### src/rtl/imem_fetch.sv
// Instruction fetch unit: turns a PC-stage fetch strobe into a single bus read,
// with a bounded bus wait, flush abort and misalignment detection.
module imem_fetch #(
  parameter int unsigned TIMEOUT = 16
) (
  input  logic        clk,
  input  logic        reset_n,
  input  logic        fetch_req,
  input  logic [31:0] i_address,
  input  logic        flush,
  output logic        mem_rd,
  output logic [31:0] mem_addr,
  input  logic        mem_ready,
  input  logic [31:0] mem_rdata,
  output logic [31:0] instr,
  output logic        instr_valid,
  output logic        busy,
  output logic        fetch_err
);

  typedef enum logic {
    IDLE = 1'b0,
    WAIT = 1'b1
  } state_e;

  localparam logic [7:0] LAST_WAIT = 8'(TIMEOUT - 1);

  state_e      state_q, state_d;
  logic        mem_rd_q, mem_rd_d;
  logic [31:0] mem_addr_q, mem_addr_d;
  logic [7:0]  cnt_q, cnt_d;
  logic [31:0] instr_q, instr_d;
  logic        valid_q, valid_d;
  logic        err_q, err_d;
  // Set on every exit from WAIT: the first IDLE cycle afterwards is a bubble
  // in which fetch_req is not sampled.
  logic        holdoff_q, holdoff_d;

  // NOTE: every variable gets its default before the case statement, so no
  // path through the block can leave one unassigned and infer a latch.
  always_comb begin
    state_d    = state_q;
    mem_rd_d   = mem_rd_q;
    mem_addr_d = mem_addr_q;
    cnt_d      = cnt_q;
    instr_d    = instr_q;
    valid_d    = 1'b0;
    err_d      = 1'b0;
    holdoff_d  = holdoff_q;

    unique case (state_q)
      IDLE: begin
        if (holdoff_q) begin
          holdoff_d = 1'b0;
        end else if (fetch_req && !flush) begin
          if (i_address[1:0] == 2'b00) begin
            mem_addr_d = i_address;
            mem_rd_d   = 1'b1;
            cnt_d      = 8'd0;
            state_d    = WAIT;
          end else begin
            err_d = 1'b1;
          end
        end
      end

      WAIT: begin
        // Flush dominates a same-cycle ready; ready dominates the timeout.
        if (flush) begin
          mem_rd_d  = 1'b0;
          cnt_d     = 8'd0;
          holdoff_d = 1'b1;
          state_d   = IDLE;
        end else if (mem_ready) begin
          instr_d   = mem_rdata;
          valid_d   = 1'b1;
          mem_rd_d  = 1'b0;
          cnt_d     = 8'd0;
          holdoff_d = 1'b1;
          state_d   = IDLE;
        end else if (cnt_q == LAST_WAIT) begin
          err_d     = 1'b1;
          mem_rd_d  = 1'b0;
          cnt_d     = 8'd0;
          holdoff_d = 1'b1;
          state_d   = IDLE;
        end else begin
          cnt_d = cnt_q + 8'd1;
        end
      end

      default: state_d = IDLE;
    endcase
  end

  // NOTE: state registers use non-blocking assignments so every register
  // samples the pre-edge value of every other register.
  always_ff @(posedge clk or negedge reset_n) begin
    if (!reset_n) begin
      state_q    <= IDLE;
      mem_rd_q   <= 1'b0;
      mem_addr_q <= '0;
      cnt_q      <= '0;
      instr_q    <= '0;
      valid_q    <= 1'b0;
      err_q      <= 1'b0;
      holdoff_q  <= 1'b0;
    end else begin
      state_q    <= state_d;
      mem_rd_q   <= mem_rd_d;
      mem_addr_q <= mem_addr_d;
      cnt_q      <= cnt_d;
      instr_q    <= instr_d;
      valid_q    <= valid_d;
      err_q      <= err_d;
      holdoff_q  <= holdoff_d;
    end
  end

  assign mem_rd      = mem_rd_q;
  assign mem_addr    = mem_addr_q;
  assign instr       = instr_q;
  assign instr_valid = valid_q;
  assign fetch_err   = err_q;
  assign busy        = (state_q == WAIT);

endmodule

### config.mk
export PLATFORM = sky130hd
export DESIGN_NAME = imem_fetch
export DESIGN_NICKNAME = d
export VERILOG_FILES = /design/src/rtl/imem_fetch.sv
export SDC_FILE = /design/constraint.sdc
export NUM_CORES = 1
export LEC_CHECK = 0
export ABC_AREA = 1
export BUFFER_PORTS_ARGS = -buffer_cell sky130_fd_sc_hd__buf_2
export CORE_MARGIN = 2
export CORE_UTILIZATION = 51
export CTS_CLUSTER_SIZE = 14
export DETAILED_ROUTE_END_ITERATION = 16
export PLACE_DENSITY_LB_ADDON = 0.15
export SLEW_MARGIN = 5
export SYNTH_ARGS = -nofsm -noshare
export SYNTH_HDL_FRONTEND = slang
export SYNTH_SLANG_ARGS = --single-unit
### constraint.sdc
create_clock -name clk -period 2.04 [get_ports clk]
set_clock_uncertainty 0.05 [all_clocks]
set_input_delay 0.102 -clock clk [delete_from_list [all_inputs] [get_ports clk]]
set_output_delay 0.102 -clock clk [all_outputs]
set_load 0.1 [all_outputs]
* Word-level counts from Yosys, hierarchy flattened
Index checks and enable logic that the tools add are counted.
** Operators by class
- Add/sub/neg operators :: 1
- $mul :: 0
- Div/mod/pow operators :: 0
- Magnitude comparators :: 0
- Equality and inequality tests :: 5
- Shifts and indexed selects :: 0
- Mux-type cells :: 35
- Bitwise logic cells :: 3
- Reductions and logical operators :: 7
** Operator list (count)
- 2-to-1 mux 8 bit :: 6
- 2-to-1 mux 1 bit :: 24
- one-hot mux 8 bit (2 select lines) :: 1
- adder 8 x 1 -> 8 bit (second input constant) :: 1
- == test 8 x 4 -> 1 bit (second input constant) :: 1
- one-hot mux 1 bit (2 select lines) :: 4
- AND reduction 4 bit :: 2
- inequality test 2 bit (second input constant) :: 3
- AND reduction 3 bit :: 2
- inequality test 4 x 3 -> 1 bit (second input constant) :: 1
- inverter 1 bit :: 3
- zero test 2 bit :: 1
- logical AND 1 bit :: 1
- zero test 1 bit :: 1
** Storage, ports and cells
- Register bits after elaboration :: 77
- Bits in latches :: 0
- RAM bits :: 0
- Memory bits (read-only) :: 0
- Input port bits :: 69
- Output and inout bits :: 68
- Word-level logic and storage cells :: 59
- Memories kept :: 0

* Depth between registers and ports, before layout
Gate-level depths: netlist of the first run.
- Word-level depth :: 5
- Depth in mapped cells :: 7

* Worst setup path after synthesis of the first run
OpenSTA, ideal clock, no wires.
- Path type :: register to register
- Start :: register state_q, in the netlist busy
- End :: register mem_addr_q[22], in the netlist mem_addr[22]
- Setup time :: 0.074 ns
- Data arrival time :: 1.708 ns
- Required time :: 1.916 ns
- Path slack :: 0.208 ns
- Stages on the path, launching flop included :: 6
- Cells stage by stage :: dfrtp_1 inv_2 nand4_4 buf_6 nand2_1 o21ai_2
** Between the ends
- Cells in the longest elaborated chain, start to end :: 2
** RTL lines
- start, declared :: line 28 : state_e state_q, state_d;
- start signal, assigned :: line 109 : state_q <= state_d;
- inverter 1 bit (no source line)
- AND reduction 4 bit (no source line)
- end signal, assigned :: line 111 : mem_addr_q <= mem_addr_d;
- end, declared :: line 30 : logic [31:0] mem_addr_q, mem_addr_d;
Every way passes these cells.
A chain may end at the register's enable or synchronous reset.

* Final worst setup path of the first run
- Start :: register cnt_q[0]
- End :: register cnt_q[6]
** Between the ends
- Cells in the longest elaborated chain, start to end :: 5
** RTL lines
- start, declared :: line 31 : logic [7:0] cnt_q, cnt_d;
- start signal, assigned :: line 112 : cnt_q <= cnt_d;
- adder 8 x 1 -> 8 bit / == test 8 x 4 -> 1 bit (equally long branches) :: line 88, 81
- 2-to-1 mux 8 bit * :: line 81 : end else if (cnt_q == LAST_WAIT) begin
- 2-to-1 mux 8 bit * :: line 74 : end else if (mem_ready) begin
- 2-to-1 mux 8 bit * :: line 69 : if (flush) begin
- one-hot mux 8 bit (2 select lines) * :: line 51 : unique case (state_q)
Mark *: on every way between the ends. The rest lies on a longest branch, timed or not.

==> metrics.csv, run 1 <==
stage,metric,value,unit
power_and_ir_drop,Max VDD drop,0.9016,mV
power_and_ir_drop,Int Power,2.934,mW
final_layout,count of nets after finishing,617,
hold_path,hold path depth,3,
setup_path,Critical Path Slowest Stage Cell,dfrtp_1,
routing,Routed WL,8249,µm
routing,DRT antenna net count,0,
die,Die Span Y,83.62,µm
setup_path,FF-to-FF End,cnt_q[6]$_DFFE_PN0P_,
yosys,largest area contributor in the netlist,dfrtp_1,
routing,vias post-DR,2941,
cts,Hold Buf Count CTS,63,
cts,clk root buf,clkbuf_8,
final_layout,Area growth syn-to-layout,48.76,%
yosys,synthesized net count,415,
final_layout,Ant. Diodes,0,
setup_path,FF-to-FF path depth,6,
grt,largest net degree at the start of global routing,57,
flow_run,Max Cap Viol,0,
cts,CTS Buffer Depth,2,
power_and_ir_drop,Comb power frac,0.473,
placement,HPWL Detailed,4775,µm
timing,Tmin final,1.500,ns
cts,clk_lat worst skew,0.33,ns
setup_path,WP buf/inv,0,
power_and_ir_drop,clock share of power,0.202,
grt,grt total ovfl,0,
routing,WL per Instance,13.11,µm
setup_path,worst-path maximum fanout,6,
yosys,post-synthesis register bit count,77,
timing,highest clock rate,666.6,MHz
yosys,"top cells by area, synth","dfrtp_1 60%, nand2_1 16%, o21ai_2 8.4%",
power_and_ir_drop,NetSw,3.024,mW
cts,# resized after CTS,0,
timing,setup total negative slack,0,ns
setup_path,"critical path, cell by cell",ha_1 > nand3_1 > o21ai_2 > nand2_2 > nand2_1 > nor2_1,
yosys,Synth top area share,0.5960,
die,num rows,29,
routing,DRC violations left,0,
routing,Vias/cell,4.676,
cts,TritonCTS clock tree,built,
setup_path,Setup CP Type,flip-flop to flip-flop,
power_and_ir_drop,PD cells,1239,nW/µm²
die,Die Span X,83.62,µm
power_and_ir_drop,Reg power frac,0.325,
setup_path,slowest cell delay on critical path,0.39,ns
setup_path,Crit Reg-Reg Startpoint,cnt_q[0]$_DFFE_PN0P_,
yosys,Syn. warnings,0,
yosys,Mapped Cells,345,
cts,CTS Buf Count,9,
timing,RSZ-0062 raised after global routing,no,
hold_path,Hold Crit Start,fetch_req,
setup_path,family with the most delay on the worst path,simple AND/OR/NAND/NOR gates,
final_layout,footprint of the multi-input gates,1057,µm²
yosys,Synth Cell Area,3233,µm²
die,Initial Util,0.5180,
timing,worst-margin pin slew,0.5295,ns
grt,number of global-route vias before repair,2958,
cts,clock sinks,77,
final_layout,FF/Latch Area,1927,µm²
timing,final hold violations,0,
yosys,Avg Synthesized Cell Area,9.371,µm²
routing,Iter 0 DRT Violations,122,
hold_path,worst hold endpoint,fetch_err$_DFF_PN0_,
placement,# port buffers,136,
status,status,finished clean,
final_layout,Fillers,451,
die,die area,6992,µm²
die,Core ar.,6241,µm²
final_layout,final core occ,0.7707,
power_and_ir_drop,switching portion of total power,0.5075,
hold_path,min-delay worst type,input pin to flip-flop,
grt,first-pass GRT wire length,13760,µm
power_and_ir_drop,leakage power,2.757,nW
timing,Final period util,0.7354,
setup_path,WP data required,2.21,ns
setup_path,WP data arrival,1.67,ns
yosys,post-synthesis sequential area ratio,0.5960,
yosys,Yosys cell types,23,
timing,final setup fails,0,
setup_path,Critical Path End Type,flip-flop,
cts,Post-CTS Setup Bufs,0,
timing,max_slew headroom,0.6470,
setup_path,Worst setup startpoint,cnt_q[0]$_DFFE_PN0P_,
routing,drt pass-1 iters,4,
cts,CTS HTree Levels,3,
setup_path,crit start category,flip-flop,
die,io pins,137,
final_layout,share of cells above drive strength 1,0.3514,
grt,initial antenna violation count,0,
grt,Tot GR Track Use,0.2471,
placement,gpl congestion,0.8046,
cts,"CTS clk-pin slew, worst paths",0.08,ns
setup_path,R2R Setup Slk,0.54,ns
timing,Pins Over Slew Limit,0,
==> synthesized netlist by cell type <==
cell type	n
xnor2_1	1
nand2_1	142
o31ai_1	1
o21ai_0	5
nand3_2	2
buf_6	6
buf_2	4
nor3_1	2
o21ai_2	31
o22ai_1	1
dfrtp_1	77
nor2_2	1
nand4_4	1
nand3_1	10
xor2_1	1
clkbuf_1	2
a21oi_1	3
inv_1	39
nor2_4	1
nand2_2	2
ha_1	1
inv_2	2
nor2_1	10
==> tightest hold or removal path, cell delays in order <==
cell     delay, ns
buf_2         0.13
nand3_1       0.08
o21ai_0       0.07
==> layout by cell type, fill, tap and decap left out, drive strengths merged <==
| master | synthesis | routed |
|---|---|---|
| a21oi | 3 | 3 |
| buf | 10 | 140 |
| bufinv | 0 | 2 |
| clkbuf | 2 | 11 |
| clkinv | 0 | 3 |
| dfrtp | 77 | 77 |
| dlygate4sd3 | 0 | 63 |
| ha | 1 | 1 |
| inv | 41 | 41 |
| nand2 | 144 | 144 |
| nand3 | 12 | 12 |
| nand4 | 1 | 1 |
| nor2 | 12 | 12 |
| nor3 | 2 | 2 |
| o21ai | 36 | 36 |
| o22ai | 1 | 1 |
| o31ai | 1 | 1 |
| xnor2 | 1 | 1 |
| xor2 | 1 | 1 |
==> state kept, by name, summed over array words and instances (netlist names) <==
register	cells
instr_valid	1
busy	1
mem_addr	32
mem_rd	1
instr	32
cnt_q	8
fetch_err	1
holdoff_q	1
==> power by group through the flow <==
stage | sequential [mW] | clock (mW) | combinational (mW)
after floorplan | 3.89 | 0 | 0.310
after global placement | 1.95 | 0 | 2.69
after detailed placement | 1.95 | 0 | 2.71
after CTS | 1.93 | 1.24 | 2.81
after global routing | 1.97 | 1.30 | 2.92
final | 1.94 | 1.20 | 2.82
==> layout make-up <==
cell class,count,area share
sequential,77,0.4006
tap,77,0.02003
clock buffer,11,0.02732
inverter,41,0.03200
clock inverter,5,0.01561
multi-input combinational,215,0.2198
timing repair buffer,203,0.2846
==> logic make-up (layout without fill, tap and decap cells) <==
| kind of cell | after synthesis | count (layout) | share of synthesized area |
|---|---|---|---|
| buf+inv | 53 | 260 | 0.07701 |
| simple gates | 171 | 171 | 0.2171 |
| fa+ha+maj | 1 | 1 | 0.003869 |
| flops | 77 | 77 | 0.5960 |
| xor+xnor | 2 | 2 | 0.005419 |
| compound gates | 41 | 41 | 0.1006 |
==> how the worst max path moves through the flow <==
stage	to	slack, ns	cells past startpoint
floorplan	mem_addr[22]$_DFFE_PN0P_	0.21	5
global placement	mem_rd$_DFFE_PN0P_	0.62	6
detailed placement	cnt_q[5]$_DFFE_PN0P_	0.59	6
CTS	mem_rd$_DFFE_PN0P_	0.55	6
global route	mem_rd$_DFFE_PN0P_	0.42	6
finish	cnt_q[6]$_DFFE_PN0P_	0.54	6
==> per-stage QoR <==
stage	area (µm²)	total power, mW	hold slack (ns)	cells	setup slack, ns
floorplan	3233	4.198	-0.2436	345	0.2077
global placement	3973	4.636	0.07082	550	0.6239
detailed placement	3973	4.662	0.07292	550	0.5934
CTS	4810	5.972	0.02504	629	0.5484
global route	4810	6.189	0.03171	629	0.4246
finish	4810	5.958	0.03525	629	0.5399
==> routing by layer <==
metal,track usage,vias to the layer above,wire length [µm]
met1,0.2940,1368,3421
met4,0.08944,0,160
met5,0,-,0
li1,-,1461,-
met2,0.4356,97,4152
met3,0.05935,15,514
No activity file was read; power rests on OpenSTA's default activity.
==> run 2, diff against run 1 <==
--- a/config.mk
+++ b/config.mk
@@ -8,7 +8,7 @@
 export ABC_AREA = 1
 export BUFFER_PORTS_ARGS = -buffer_cell sky130_fd_sc_hd__buf_2
 export CORE_MARGIN = 2
-export CORE_UTILIZATION = 51
+export CORE_UTILIZATION = 43
 export CTS_CLUSTER_SIZE = 14
 export DETAILED_ROUTE_END_ITERATION = 16
 export PLACE_DENSITY_LB_ADDON = 0.15
==> constraint.sdc (replaced) <==
create_clock -name clk -period 1.25 [get_ports clk]
set_clock_uncertainty 0.05 [all_clocks]
set_input_delay 0.0625 -clock clk [delete_from_list [all_inputs] [get_ports clk]]
set_output_delay 0.0625 -clock clk [all_outputs]
set_load 0.1 [all_outputs]
==> metrics.csv, run 2 (synthesized netlist as in run 1, its figures left out) <==
stage,metric,value,unit,change
status,status,"complete, but fails checks",,
status,failing checks,"negative hold slack, negative setup slack",,
hold_path,Hold Crit Start,i_address[1],,
grt,first-pass GRT wire length,14100,µm,+2.5%
power_and_ir_drop,Int Power,5.087,mW,+73%
die,num rows,31,,+6.9%
placement,"Cell Area, Placed",4146,µm²,+4.4%
final_layout,final instance area,5338,µm²,+11%
timing,final setup fails,30,,+30
placement,# port buffers,136,,unchanged
cts,CTS Buffer Depth,2,,unchanged
power_and_ir_drop,Tot Pwr,10.14,mW,+70%
die,io pins,137,,unchanged
final_layout,"commonest cells after routing, fill and taps aside","132 x nand2_1, 76 x dfrtp_1, 70 x buf_2, 65 x dlygate4sd3_1, 57 x buf_4",,
power_and_ir_drop,Comb power frac,0.482,,+0.009
final_layout,count of nets after finishing,636,,+3.1%
routing,Iter 0 DRT Violations,92,,-25%
cts,TritonCTS clock tree,built,,
final_layout,Area growth syn-to-layout,65.09,%,
hold_path,min-delay worst type,input pin to flip-flop,,
final_layout,share of cells above drive strength 1,0.4098,,+0.05836
setup_path,WP data required,1.43,ns,-0.78 ns
setup_path,crit start category,flip-flop,,
routing,DRC violations left,0,,unchanged
die,die area,8228,µm²,+18%
timing,max_slew headroom,0.6656,,+0.01861
hold_path,worst hold endpoint,fetch_err$_DFF_PN0_,,
timing,Pins Over Slew Limit,0,,unchanged
cts,CTS Buf Count,9,,unchanged
die,Die Span Y,90.71,µm,+8.5%
power_and_ir_drop,NetSw,5.053,mW,+67%
grt,number of global-route vias before repair,3002,,+1.5%
timing,RSZ-0062 raised after global routing,yes,,
setup_path,worst-path maximum fanout,26,,+20
placement,HPWL Detailed,5178,µm,+8.5%
cts,CTS HTree Levels,3,,unchanged
setup_path,FF-to-FF path depth,5,,-1
power_and_ir_drop,switching portion of total power,0.4983,,-0.009197
cts,clock sinks,77,,unchanged
setup_path,FF-to-FF End,mem_addr[22]$_DFFE_PN0P_,,
routing,Vias/cell,4.564,,-2.4%
timing,final hold violations,1,,+1
grt,initial antenna violation count,0,,unchanged
setup_path,Setup CP Type,flip-flop to flip-flop,,
power_and_ir_drop,Reg power frac,0.315,,-0.010
routing,drt pass-1 iters,4,,unchanged
flow_run,Max Cap Viol,0,,unchanged
placement,gpl congestion,0.8329,,+3.5%
cts,clk root buf,clkbuf_8,,
setup_path,R2R Setup Slk,-0.05,ns,-0.59 ns
grt,Tot GR Track Use,0.2142,,-0.03295
timing,highest clock rate,770.9,MHz,+16%
timing,Tmin final,1.297,ns,-0.2030 ns
cts,clk_lat worst skew,0.33,ns,about the same
final_layout,"most common cell after layout, fill and taps aside",nand2_1,,
die,Initial Util,0.4457,,-0.07230
power_and_ir_drop,leakage power,2.898,nW,+5.1%
timing,worst-margin pin slew,0.5051,ns,-0.02444 ns
timing,Hold WS,-0.005704,ns,-0.04095 ns
routing,vias post-DR,3058,,+4.0%
grt,grt total ovfl,0,,unchanged
hold_path,hold path depth,3,,unchanged
cts,"CTS clk-pin slew, worst paths",0.08,ns,about the same
timing,Final period util,1.038,,+0.3023
power_and_ir_drop,clock share of power,0.204,,+0.002
setup_path,WP data arrival,1.47,ns,-0.20 ns
power_and_ir_drop,Max VDD drop,1.238,mV,+37%
final_layout,Ant. Diodes,0,,unchanged
power_and_ir_drop,PD cells,1900,nW/µm²,+53%
setup_path,Crit Reg-Reg Startpoint,busy$_DFF_PN0_,,
routing,Routed WL,8834,µm,+7.1%
routing,DRT antenna net count,0,,unchanged
timing,PnR worst setup slack,-0.04711,ns,-0.5870 ns
placement,Post-Place Worst Slack,-0.08091,ns,-0.6743 ns
final_layout,Fillers,525,,+16%
die,Die Span X,90.71,µm,+8.5%
routing,WL per Instance,13.19,µm,+0.54%
grt,largest net degree at the start of global routing,53,,-7.0%
timing,setup total negative slack,-0.5803,ns,-0.5803 ns
setup_path,Critical Path End Type,flip-flop,,
die,Core ar.,7253,µm²,+16%
[run 2: cell count changes in the layout (fill, tap and decap cells not counted), sizes merged]
cell / change
buf: -4
clkbuf: +19
inv: +1
dlygate4sd3: +2
clkinvlp: +1
[run 2: worst max-delay path by stage]
stage | slack, ns | endpoint | from
finish | -0.05 | mem_addr[22]$_DFFE_PN0P_ | busy$_DFF_PN0_
global route | -0.12 | mem_addr[22]$_DFFE_PN0P_ | busy$_DFF_PN0_
CTS | -0.03 | mem_addr[20]$_DFFE_PN0P_ | busy$_DFF_PN0_
detailed placement | -0.08 | mem_rd$_DFFE_PN0P_ | cnt_q[1]$_DFFE_PN0P_
global placement | -0.04 | mem_rd$_DFFE_PN0P_ | cnt_q[0]$_DFFE_PN0P_
floorplan | -0.19 | mem_addr[22]$_DFFE_PN0P_ | busy$_DFF_PN0_
[run 2: through the flow]
stage / util / std cells
global placement: 0.5717 / 583
CTS: 0.7136 / 667
detailed placement: 0.5717 / 583
global route: 0.7359 / 670
finish: 0.7359 / 670
floorplan: - / 345
[run 2: worst max-delay path, stage by stage (launching register included)]
cell	delay [ns]
dfrtp_4	0.52
inv_6	0.09
nand4_4	0.15
buf_12	0.21
nand2_1	0.10
o21ai_2	0.05
[run 2: area by class of cell]
type / instances / area, µm² / share of cell area
Timing Repair Buffer: 222 / 1749 / 0.3277
Sequential cell: 77 / 1931 / 0.3617
Clock inverter: 7 / 98.84 / 0.01852
Multi-Input combinational cell: 215 / 1152 / 0.2159
Inverter: 41 / 158.9 / 0.02977
Tap cell: 99 / 123.9 / 0.02321
Clock buffer: 9 / 123.9 / 0.02321
[run 2: timing repair]
action | 4_1_cts | 5_1_grt
gates resized for setup | 49 | 39
cloned | 0 | 1
setup endpoints to repair | 76 | 64
setup buffers | 3 | 2
pin swaps | 2 | 6
endpoints found under the hold margin | 140 | 0
hold buffers | 65 | 0
[run 2: power groups by stage]
stage | clock network [mW] | logic (mW) | registers (mW)
finish | 2.06 | 4.88 | 3.19
global placement | 0 | 4.43 | 3.19
global route | 2.26 | 5.04 | 3.24
floorplan | 0 | 0.517 | 6.35
CTS | 2.13 | 4.81 | 3.17
detailed placement | 0 | 4.48 | 3.19
[run 2: per-layer routing]
layer  part of all wire  track usage
met1               0.42       0.2681
met2               0.52       0.3719
met3              0.047      0.04424
met4              0.011      0.06667
met5                  0            0
